<file path="src/rtl/trace_pkg.sv">
// Shared types for the ALU trace buffer: controller states and trigger modes.
package trace_pkg;

    typedef enum logic [2:0] {
        ST_IDLE    = 3'd0,
        ST_ARMED   = 3'd1,
        ST_CAPTURE = 3'd2,
        ST_DONE    = 3'd3,
        ST_READOUT = 3'd4
    } state_t;

    typedef enum logic [1:0] {
        TRIG_IMMEDIATE = 2'd0,
        TRIG_EQUAL     = 2'd1,
        TRIG_MASKED    = 2'd2,
        TRIG_RESERVED  = 2'd3
    } trig_mode_t;

endpackage

</file>
<file path="src/rtl/alu_trace_buffer_if.sv">
// Readout stream of the trace buffer: valid/ready beats with a last marker.
interface alu_trace_buffer_if #(
    parameter int DATA_W = 32
) ();

    logic              out_valid;
    logic              out_ready;
    logic [DATA_W-1:0] out_data;
    logic              out_last;

    // Producer side (the trace buffer)
    modport master (
        output out_valid,
        output out_data,
        output out_last,
        input  out_ready
    );

    // Consumer side
    modport slave (
        input  out_valid,
        input  out_data,
        input  out_last,
        output out_ready
    );

endinterface

</file>
<file path="src/rtl/trace_ram.sv">
// Sample storage: one write port, one read port with a registered output.
module trace_ram #(
    parameter int DATA_W = 32,
    parameter int DEPTH  = 16
) (
    input  logic                     clk,
    input  logic                     we,
    input  logic [$clog2(DEPTH)-1:0] waddr,
    input  logic [DATA_W-1:0]        wdata,
    input  logic [$clog2(DEPTH)-1:0] raddr,
    output logic [DATA_W-1:0]        rdata
);

    logic [DATA_W-1:0] mem [DEPTH];

    // Write when enabled; read data is always registered one cycle after the address.
    always_ff @(posedge clk) begin
        if (we) begin
            mem[waddr] <= wdata;
        end
        rdata <= mem[raddr];
    end

endmodule

</file>
<file path="src/rtl/alu_trace_buffer.sv">
// Triggered trace capture of an observed ALU value, with oldest-first
// streaming readout of the stored window.
module alu_trace_buffer
    import trace_pkg::*;
#(
    parameter int DATA_W    = 32,
    parameter int DEPTH     = 16,
    parameter int POST_TRIG = 8
) (
    input  logic                   clk,
    input  logic                   reset,
    input  logic                   arm,
    input  logic [1:0]             trig_mode,
    input  logic [DATA_W-1:0]      trig_value,
    input  logic [DATA_W-1:0]      trig_mask,
    input  logic                   sample_valid,
    input  logic [DATA_W-1:0]      sample_data,
    input  logic                   rd_start,
    alu_trace_buffer_if.master     rd,
    output logic                   busy,
    output logic                   done,
    output logic [$clog2(DEPTH):0] count
);

    localparam int AW = $clog2(DEPTH);
    localparam int CW = AW + 1;
    localparam logic [CW-1:0] DEPTH_C     = CW'(DEPTH);
    localparam logic [CW-1:0] POST_TRIG_C = CW'(POST_TRIG);

    state_t            state;
    logic [AW-1:0]     wr_ptr;
    logic [AW-1:0]     load_ptr;
    logic [AW-1:0]     rd_addr;
    logic [AW-1:0]     start_idx;
    logic [CW-1:0]     post_cnt;
    logic [CW-1:0]     beat_cnt;
    logic [DATA_W-1:0] rd_data;
    logic              wr_en;
    logic              hit;
    logic              load;

    function automatic logic trig_match(input logic [1:0]        mode,
                                        input logic [DATA_W-1:0] s,
                                        input logic [DATA_W-1:0] v,
                                        input logic [DATA_W-1:0] m);
        case (trig_mode_t'(mode))
            TRIG_IMMEDIATE: return 1'b1;
            TRIG_EQUAL:     return s == v;
            TRIG_MASKED:    return (s & m) == (v & m);
            default:        return 1'b0;
        endcase
    endfunction

    // A restart pulse takes priority over the sample arriving in the same cycle.
    assign wr_en = sample_valid && !arm && !reset &&
                   (state == ST_ARMED || state == ST_CAPTURE);
    assign hit   = trig_match(trig_mode, sample_data, trig_value, trig_mask);

    // Once the buffer has wrapped the oldest entry sits at the write pointer.
    assign start_idx = (count == DEPTH_C) ? wr_ptr : '0;

    // Load a new beat when the output register is empty or its beat is leaving.
    assign load = (state == ST_READOUT) &&
                  (!rd.out_valid || (rd.out_ready && !rd.out_last));

    // Address the RAM one cycle ahead so its registered output always holds the next beat.
    always_comb begin
        rd_addr = load_ptr;
        if (state == ST_DONE) begin
            rd_addr = start_idx;
        end else if (load) begin
            rd_addr = load_ptr + 1'b1;
        end
    end

    trace_ram #(
        .DATA_W (DATA_W),
        .DEPTH  (DEPTH)
    ) u_ram (
        .clk   (clk),
        .we    (wr_en),
        .waddr (wr_ptr),
        .wdata (sample_data),
        .raddr (rd_addr),
        .rdata (rd_data)
    );

    // Capture/readout controller with registered status and stream outputs.
    always_ff @(posedge clk) begin
        if (reset) begin
            state        <= ST_IDLE;
            wr_ptr       <= '0;
            count        <= '0;
            post_cnt     <= '0;
            load_ptr     <= '0;
            beat_cnt     <= '0;
            busy         <= 1'b0;
            done         <= 1'b0;
            rd.out_valid <= 1'b0;
            rd.out_last  <= 1'b0;
            rd.out_data  <= '0;
        end else if (arm && state != ST_READOUT) begin
            state    <= ST_ARMED;
            wr_ptr   <= '0;
            count    <= '0;
            post_cnt <= '0;
            busy     <= 1'b1;
            done     <= 1'b0;
        end else begin
            case (state)
                ST_IDLE: begin
                end
                ST_ARMED, ST_CAPTURE: begin
                    if (sample_valid) begin
                        wr_ptr <= wr_ptr + 1'b1;
                        if (count != DEPTH_C) begin
                            count <= count + 1'b1;
                        end
                        // The trigger sample itself is post-trigger sample 1.
                        if (state == ST_CAPTURE || hit) begin
                            post_cnt <= post_cnt + 1'b1;
                            if (post_cnt + 1'b1 == POST_TRIG_C) begin
                                state <= ST_DONE;
                                busy  <= 1'b0;
                                done  <= 1'b1;
                            end else begin
                                state <= ST_CAPTURE;
                            end
                        end
                    end
                end
                ST_DONE: begin
                    if (rd_start) begin
                        state    <= ST_READOUT;
                        done     <= 1'b0;
                        load_ptr <= start_idx;
                        beat_cnt <= '0;
                    end
                end
                ST_READOUT: begin
                    if (load) begin
                        rd.out_data  <= rd_data;
                        rd.out_valid <= 1'b1;
                        rd.out_last  <= (beat_cnt + 1'b1 == count);
                        beat_cnt     <= beat_cnt + 1'b1;
                        load_ptr     <= load_ptr + 1'b1;
                    end else if (rd.out_valid && rd.out_ready) begin
                        state        <= ST_IDLE;
                        rd.out_valid <= 1'b0;
                        rd.out_last  <= 1'b0;
                    end
                end
                default: begin
                    state <= ST_IDLE;
                end
            endcase
        end
    end

endmodule

</file>
<file path="src/flat_wrapper.sv">
// flat-port wrapper written by rule: the top's interface ports become plain ports
module alu_trace_buffer_flat import trace_pkg::*;
#(
    parameter int DATA_W    = 32,
    parameter int DEPTH     = 16,
    parameter int POST_TRIG = 8
)
  (clk, reset, arm, trig_mode, trig_value, trig_mask, sample_valid, sample_data, rd_start, busy, done, count, rd_out_valid, rd_out_data, rd_out_last, rd_out_ready);
  alu_trace_buffer_if #(.DATA_W(DATA_W)) rd_i ();
  input  logic clk;
  input  logic reset;
  input  logic arm;
  input  logic [1:0] trig_mode;
  input  logic [DATA_W-1:0] trig_value;
  input  logic [DATA_W-1:0] trig_mask;
  input  logic sample_valid;
  input  logic [DATA_W-1:0] sample_data;
  input  logic rd_start;
  output logic busy;
  output logic done;
  output logic [$clog2(DEPTH):0] count;
  output wire logic [$bits(rd_i.out_valid)-1:0] rd_out_valid;
  output wire logic [$bits(rd_i.out_data)-1:0] rd_out_data;
  output wire logic [$bits(rd_i.out_last)-1:0] rd_out_last;
  input wire logic [$bits(rd_i.out_ready)-1:0] rd_out_ready;
  assign rd_out_valid = rd_i.out_valid;
  assign rd_out_data = rd_i.out_data;
  assign rd_out_last = rd_i.out_last;
  assign rd_i.out_ready = rd_out_ready;
  alu_trace_buffer #(.DATA_W(DATA_W), .DEPTH(DEPTH), .POST_TRIG(POST_TRIG)) u_core (.clk(clk), .reset(reset), .arm(arm), .trig_mode(trig_mode), .trig_value(trig_value), .trig_mask(trig_mask), .sample_valid(sample_valid), .sample_data(sample_data), .rd_start(rd_start), .rd(rd_i), .busy(busy), .done(done), .count(count));
endmodule
</file>
<file path="config.mk">
export PLATFORM = sky130hd
export DESIGN_NAME = alu_trace_buffer_flat
export DESIGN_NICKNAME = d
export VERILOG_FILES = /design/src/rtl/trace_pkg.sv /design/src/rtl/alu_trace_buffer_if.sv /design/src/rtl/trace_ram.sv /design/src/rtl/alu_trace_buffer.sv /design/src/flat_wrapper.sv
export SDC_FILE = /design/constraint.sdc
export NUM_CORES = 1
export LEC_CHECK = 0
export BUFFER_PORTS_ARGS = -buffer_cell sky130_fd_sc_hd__buf_2
export CAP_MARGIN = 5
export CORE_ASPECT_RATIO = 1.75
export CORE_MARGIN = 3
export CORE_UTILIZATION = 45
export CTS_BUF_LIST = sky130_fd_sc_hd__clkbuf_2
export CTS_CLUSTER_DIAMETER = 50
export DETAILED_ROUTE_END_ITERATION = 8
export GPL_TIMING_DRIVEN = 0
export PLACE_DENSITY = 0.66
export SKIP_CTS_REPAIR_TIMING = 1
export SKIP_LAST_GASP = 1
export SLEW_MARGIN = 20
export SYNTH_ARGS = -nofsm -noshare
export SYNTH_HDL_FRONTEND = slang
export SYNTH_HIERARCHICAL = 1
export SYNTH_SLANG_ARGS = --single-unit
</file>
<file path="constraint.sdc">
create_clock -name clk -period 5.3 [get_ports clk]
set_input_delay 1.06 -clock clk [delete_from_list [all_inputs] [get_ports clk]]
set_output_delay 1.06 -clock clk [all_outputs]
set_load 0.03 [all_outputs]
</file>
# Yosys cells after proc, flatten, opt, wreduce, memory -nomap -nowiden
# Memory sizes are Yosys's and may differ from the RTL's. A register that Yosys moved wholly into a read port is not among the register bits.
# Index checks and enable logic that the tools add are counted.
op_classes:
  n_addsub: 5
  eq_ne: 26
  n_mux: 32
  bitwise: 4
  reduce_logical: 36
op_table:
  columns: ["op", "n"]
  rows:
  - ["$and A32 B32 Y32", 2]
  - ["$eq A32 B32 Y1", 2]
  - ["$mux W1", 16]
  - ["$mux W4", 4]
  - ["$add A5 B1 Y5 const B", 3]
  - ["$mux W3", 5]
  - ["$reduce_and A3 Y1", 5]
  - ["$reduce_bool A2 Y1", 7]
  - ["$ne A3 B3 Y1 const B", 4]
  - ["$pmux W3 S4", 1]
  - ["$reduce_and A6 Y1", 2]
  - ["$mux W5", 2]
  - ["$pmux W5 S2", 1]
  - ["$add A4 B1 Y4 const B", 2]
  - ["$ne A2 B1 Y1 const B", 4]
  - ["$ne A2 B2 Y1 const B", 4]
  - ["$pmux W4 S2", 1]
  - ["$reduce_and A4 Y1", 2]
  - ["$logic_and A1 B1 Y1", 7]
  - ["$eq A3 B2 Y1 const B", 2]
  - ["$eq A5 B4 Y1 const B", 1]
  - ["$eq A5 B5 Y1", 1]
  - ["$eq A5 B5 Y1 const B", 1]
  - ["$ne A5 B5 Y1 const B", 1]
  - ["other kinds (16)", 23]
totals:
  register_bits: 62
  mem_bits_rw: 512
  inputBits: 104
  out_inout_bits: 41
  word_cells: 116
  mem_count: 1
memory_table:
  columns: ["memory", "depth", "width", "read_ports", "rd_clocked_by_memory_dff", "wr", "line", "text"]
  rows:
  - ["u_core.u_ram.mem", 16, 32, 1, 1, 1, "trace_ram.sv:14", "logic [DATA_W-1:0] mem [DEPTH];"]

# Longest topological paths before layout
depth:
  word_depth: 8
  depth_mapped: 12
  mapped_depth_nobuf: 9

# Modules after synthesis
# Netlist, hierarchy kept.
by_module_without_submodules:
  columns: ["module", "n_inst", "cells_per_inst", "area_each_um2", "seq_area_each_um2"]
  rows:
  - ["trace_ram", 1, 838, 19835.3, 16015.4]
  - ["alu_trace_buffer", 1, 426, 3334.4, 1241.2]

# Worst setup path before layout
# OpenSTA, ideal clock, no wires.
synth_path:
  kind: "input to register"
  start: "input reset"
  end: "memory u_core.u_ram.mem[0][0], enable pin"
  setup_time_ns: 0.461
  arrival_time_ns: 4.267
  required_ns: 4.839
  setup_slack_ns: 0.572
  stages: 4
  path_buffers: 1
  path_cell_list: "clkbuf_1 -> nor3_1 -> or3b_2 -> nor3_1"
synth_via:
  elab_chain_cells: 5
synth_rtl:
  columns: ["item", "line", "text"]
  rows:
  - ["start: declaration", "flat_wrapper.sv:11", "input logic reset;"]
  - ["$logic_not A1 Y1", "alu_trace_buffer.sv:55", "assign wr_en = sample_valid && !arm && !reset &&"]
  - ["$logic_and A1 B1 Y1 (2 in series)", "alu_trace_buffer.sv:55", null]
  - ["via u_core.wr_en", "alu_trace_buffer.sv:38", "logic wr_en;"]
  - ["$mux W1", "trace_ram.sv:18", "if (we) begin"]
  - ["$mux W1 (implied by the code)", "trace_ram.sv:19", "mem[waddr] <= wdata;"]
  - ["end: declaration", "trace_ram.sv:14", null]
# The timed path passes the listed nets, and every way through them passes these cells.

# Worst setup path in the final report
layout_path:
  start: "register u_core.state[2]"
  end: "register u_core.u_ram.rdata[10] (read register of u_core.u_ram.mem)"
layout_via:
  elab_chain_cells: 4
  word_cells_on_any_way: 5
  cone_classes: "eq/ne (2); mux (2); reduce/logical (1)"
layout_rtl:
  columns: ["item", "line", "text"]
  rows:
  - ["start: declaration", "alu_trace_buffer.sv:30", "state_t state;"]
  - ["start signal: assignment", "alu_trace_buffer.sv:91", "state <= ST_IDLE;"]
  - ["start signal: assignment", "alu_trace_buffer.sv:103", "state <= ST_ARMED;"]
  - ["start signal: assignment", "alu_trace_buffer.sv:123", "state <= ST_DONE;"]
  - ["$eq A3 B3 Y1", "alu_trace_buffer.sv:63", "assign load = (state == ST_READOUT) &&"]
  - ["$logic_and A1 B1 Y1", "alu_trace_buffer.sv:63", null]
  - ["$mux W4", null, null]
  - ["$mux W4 (*)", "alu_trace_buffer.sv:69", "if (state == ST_DONE) begin"]
  - ["via u_core.rd_addr[0]", "alu_trace_buffer.sv:33", "logic [AW-1:0] rd_addr;"]
  - ["end: declaration", "trace_ram.sv:11", "output logic [DATA_W-1:0] rdata"]
# The timed path passes the listed nets; every way through them passes the cells marked *.
# A chain may end at the register's enable or synchronous reset.

==> run summary <==
* nor2b_1 -> nand2b_1 -> a21oi_1 -> clkbuf_1 -> xnor2_1 -> a21oi_1 -> buf_2 -> buf_2 -> mux4_2 -> a22oi_1 -> nand2_1 — series of cell instances along the critical path
* 1.11 ns — worst-skew pair later-pin latency
* register — Startpoint Class
* 52.6% — Post-Route Utilization
* 5.70 — via/cell ratio
* 4 — H-tree depth reported by CTS
* 15.2% — P&R area growth vs syn
* sky130_fd_sc_hd__edfxtp_1 — library cell occupying the most area in the post-synthesis netlist
* 0.867 — GP Congestion
* 606 — clock sink total
* u_core/state[0]$_SDFFE_PP0P_ — end point of the worst hold path
* 25.7 um — routed len/inst
* 317 nW/um^2 — pwr/cell area
* 78.3% — final period utilization
* 87600 um — first-pass GRT wire length
* reg2reg — startpoint-to-endpoint class of the critical path
* 0.63 ns — largest stage delay on the critical path
* 512 — count of flip-flops with a built-in enable after synthesis
* 0 — post-route ant nets
* 50700 sq um — core area
* sky130_fd_sc_hd__edfxtp_1 — Most used DFF post-synth
* 4 — initial antenna violation count
* 10 — Crit Path Max Fanout
* 49 — Yosys cell types
* 6 — drt first pass iters
* 1687 — Total Nets Final
* 6 — Synth warnings
* 0.933 ns — transition time at the pin with the least slew margin
* 45.7% — Starting Density
* 23200 sq um — area of the mapped netlist
* sky130_fd_sc_hd__clkbuf_1 — cell with the largest stage delay on the worst path
* buffers and inverters — kind of cell adding the most delay to the critical path
* 54400 sq um — full die area
* false — setup repair after global routing missed its margin
* 4.15 ns — fin crit period
* 0% — asr flop ratio synth
* 13400 — vias post-DR
* 1095 — violation count after the first detailed-route iteration
* 11 — worst r2r path cells
* 0.241 GHz — fmax
* 13900 — number of global-route vias before repair
* 0 — gr ovfl total
* 1.15 ns — reg2reg setup slack
* 144 — port bufs
* 11 — Worst path depth
* 3 — buffer and inverter count on the worst path
* 0 — count of final setup violators
* 0 — number of max-cap violations
* in2reg — Tightest Hold Check Type
* 606 — number of register bits inferred by synthesis
* 132 — cts bufs inserted
* 33.4% — fraction of final layout cells sized beyond drive strength 1
* 22.5% — gr usage total
* 1264 — synthesized instance count
* 0 — final hold violation count
* 0 — number of slew-limit violations in the final report
* 3 — number of cells traversed by the worst hold path
* u_core/state[2]$_SDFFE_PP0P_ — worst reg2reg startpoint
* sky130_fd_sc_hd__edfxtp_1, sky130_fd_sc_hd__clkbuf_2, sky130_fd_sc_hd__buf_2 — commonest non-fill, non-tap cells in the layout
* 145 — io pins
* register — Setup crit end kind
* u_core/u_ram/rdata[10]$_DFF_P_ — Critical R2R Capture
* reset — Min-Delay Startpoint
* 5.07 ns — Arr. time, crit path
* finished, final reports clean — status
* 0.10 ns — clk slew on worst S/H paths
* 41300 um — HPWL after DPL
* 3 — maximum buffer depth of the clock tree
* 0.104 ns — worst setup skew after layout
* 17300 sq um — Sequential cell area
* 178 um — die span in x
* 156 uV — worst supply voltage drop on vdd
* 306 um — Die H
* 109 — row count
* 6.22 ns — CP Data Required Time
* 4185 — fill count
* 66.4% — area fraction of the dominant cell type after synthesis
* 18.3 sq um — average cell area after synthesis
* 0.00891 uW — leakage power summed over all cells
* 0 — Residual DRC
* sky130_fd_sc_hd__clkbuf_2 — clock tree root buffer cell
* 1.15 ns — setup slack after layout
* sky130_fd_sc_hd__edfxtp_1, sky130_fd_sc_hd__mux4_2, sky130_fd_sc_hd__dfxtp_1 — top cells by area in the synthesized netlist
* 0.772 ns — minimum setup slack after placement
* yes — CTS tree
* 21 — maximum number of pins on one net before global-route repair
* 1375 — synthesized net count
* 5710 sq um — multi-input gate area in the final layout
* 37.4% — worst max-slew margin expressed relative to the limit
* sky130_fd_sc_hd__edfxtp_1 — commonest non-fill, non-tap cell in the layout
* 74.5% — Seq/Total Area, Yosys
* 60400 um — final routed wirelength across all metal layers
[per-layer routing]
metal  vias up  GRT usage [%]  part of all wire (%)
met2       682           37.3                    51
met5         -              0                 0.043
met4         4           10.4                   4.0
met1      6761           26.9                    36
li1       5774              -                     -
met3       151           6.83                   9.3
[stage by stage]
stage / setup TNS, ns / power, uW / hold WS, ns / instances / cell area, sq um
floorplan: 0 / 5370 / 0.417 / 1264 / 23200
global placement: -339.66 / 5540 / 0.422 / 2074 / 24700
detailed placement: 0 / 5550 / 0.428 / 2108 / 25400
CTS: 0 / 8560 / 0.0769 / 2345 / 26700
global route: 0 / 8800 / 0.128 / 2346 / 26700
finish: 0 / 8470 / 0.214 / 2346 / 26700
[worst min-delay path, delay by kind of cell]
kind,cells,cell delay (ns)
buffers and inverters,2,0.13
AO/OA/AOI/OAI,1,0.09
[report_power, final]
part           internal (uW)  switching [uW]
Sequential              5170            6.16
Clock                   1280            1740
Combinational           77.3             195
Total                   6520            1950
[layout make-up]
| class | instances | share of cell area (%) |
|---|---|---|
| Antenna cell | 1 | 0.00937 |
| Buffer | 64 | 1.10 |
| Clock buffer | 195 | 3.65 |
| Clock inverter | 42 | 1.27 |
| Inverter | 6 | 0.0843 |
| Multi-Input combinational cell | 588 | 21.4 |
| Sequential cell | 606 | 64.6 |
| Tap cell | 666 | 3.12 |
| Timing Repair Buffer | 178 | 4.77 |
[cells in the mapped netlist (2+ instances only)]
library cell                 n
sky130_fd_sc_hd__edfxtp_1  512
sky130_fd_sc_hd__mux4_2    128
sky130_fd_sc_hd__nand2_1   126
sky130_fd_sc_hd__dfxtp_1    94
sky130_fd_sc_hd__a22oi_1    70
sky130_fd_sc_hd__a21oi_1    62
sky130_fd_sc_hd__xor2_1     40
sky130_fd_sc_hd__nor2_1     33
sky130_fd_sc_hd__clkbuf_1   32
sky130_fd_sc_hd__nand3_1    16
sky130_fd_sc_hd__buf_1      12
sky130_fd_sc_hd__xnor2_1    11
sky130_fd_sc_hd__buf_2      10
sky130_fd_sc_hd__buf_4       9
sky130_fd_sc_hd__nand4_1     9
sky130_fd_sc_hd__nor2b_1     9
sky130_fd_sc_hd__nor3_1      9
sky130_fd_sc_hd__nor4_1      8
sky130_fd_sc_hd__ha_1        7
sky130_fd_sc_hd__nand2b_1    7
sky130_fd_sc_hd__o21ai_0     7
sky130_fd_sc_hd__inv_1       6
sky130_fd_sc_hd__a221oi_1    4
sky130_fd_sc_hd__nand3b_1    4
sky130_fd_sc_hd__a311oi_1    3
sky130_fd_sc_hd__o22ai_1     3
sky130_fd_sc_hd__a2111o_1    2
sky130_fd_sc_hd__a21boi_0    2
sky130_fd_sc_hd__a21o_1      2
sky130_fd_sc_hd__a22o_1      2
sky130_fd_sc_hd__and2_1      2
sky130_fd_sc_hd__mux2_2      2
sky130_fd_sc_hd__mux2i_1     2
sky130_fd_sc_hd__o211ai_1    2
sky130_fd_sc_hd__o31a_1      2
sky130_fd_sc_hd__or4_1       2
[registers in the layout (all words and copies together) (netlist names), 4 cells and up]
name                count
u_core/count            5
u_core/u_ram/mem      512
u_core/beat_cnt         5
u_core/rd.out_data     32
u_core/post_cnt         5
u_core/u_ram/rdata     32
u_core/load_ptr         4
u_core/wr_ptr           4
[kinds of logic after synthesis]
| family | after synthesis | synth area share, % |
|---|---|---|
| multiplexers | 132 | 12.6 |
| AND/OR/NAND/NOR | 231 | 4.46 |
| XOR/XNOR | 51 | 1.93 |
| AO/OA/AOI/OAI | 167 | 4.76 |
| adder cells (fa/ha/maj) | 7 | 0.378 |
| flip-flops | 606 | 74.5 |
| buffers and inverters | 70 | 1.37 |
[worst max-delay path by stage]
stage                                      start                                end
finish              u_core/state[2]$_SDFFE_PP0P_     u_core/u_ram/rdata[10]$_DFF_P_
global route        u_core/state[2]$_SDFFE_PP0P_     u_core/u_ram/rdata[10]$_DFF_P_
CTS                 u_core/state[2]$_SDFFE_PP0P_      u_core/u_ram/rdata[8]$_DFF_P_
detailed placement                  rd_out_ready     u_core/u_ram/rdata[15]$_DFF_P_
global placement                           reset  u_core/u_ram/mem[0][16]$_DFFE_PP_
floorplan                                  reset   u_core/u_ram/mem[0][0]$_DFFE_PP_
(Power assumes the default switching activity.)
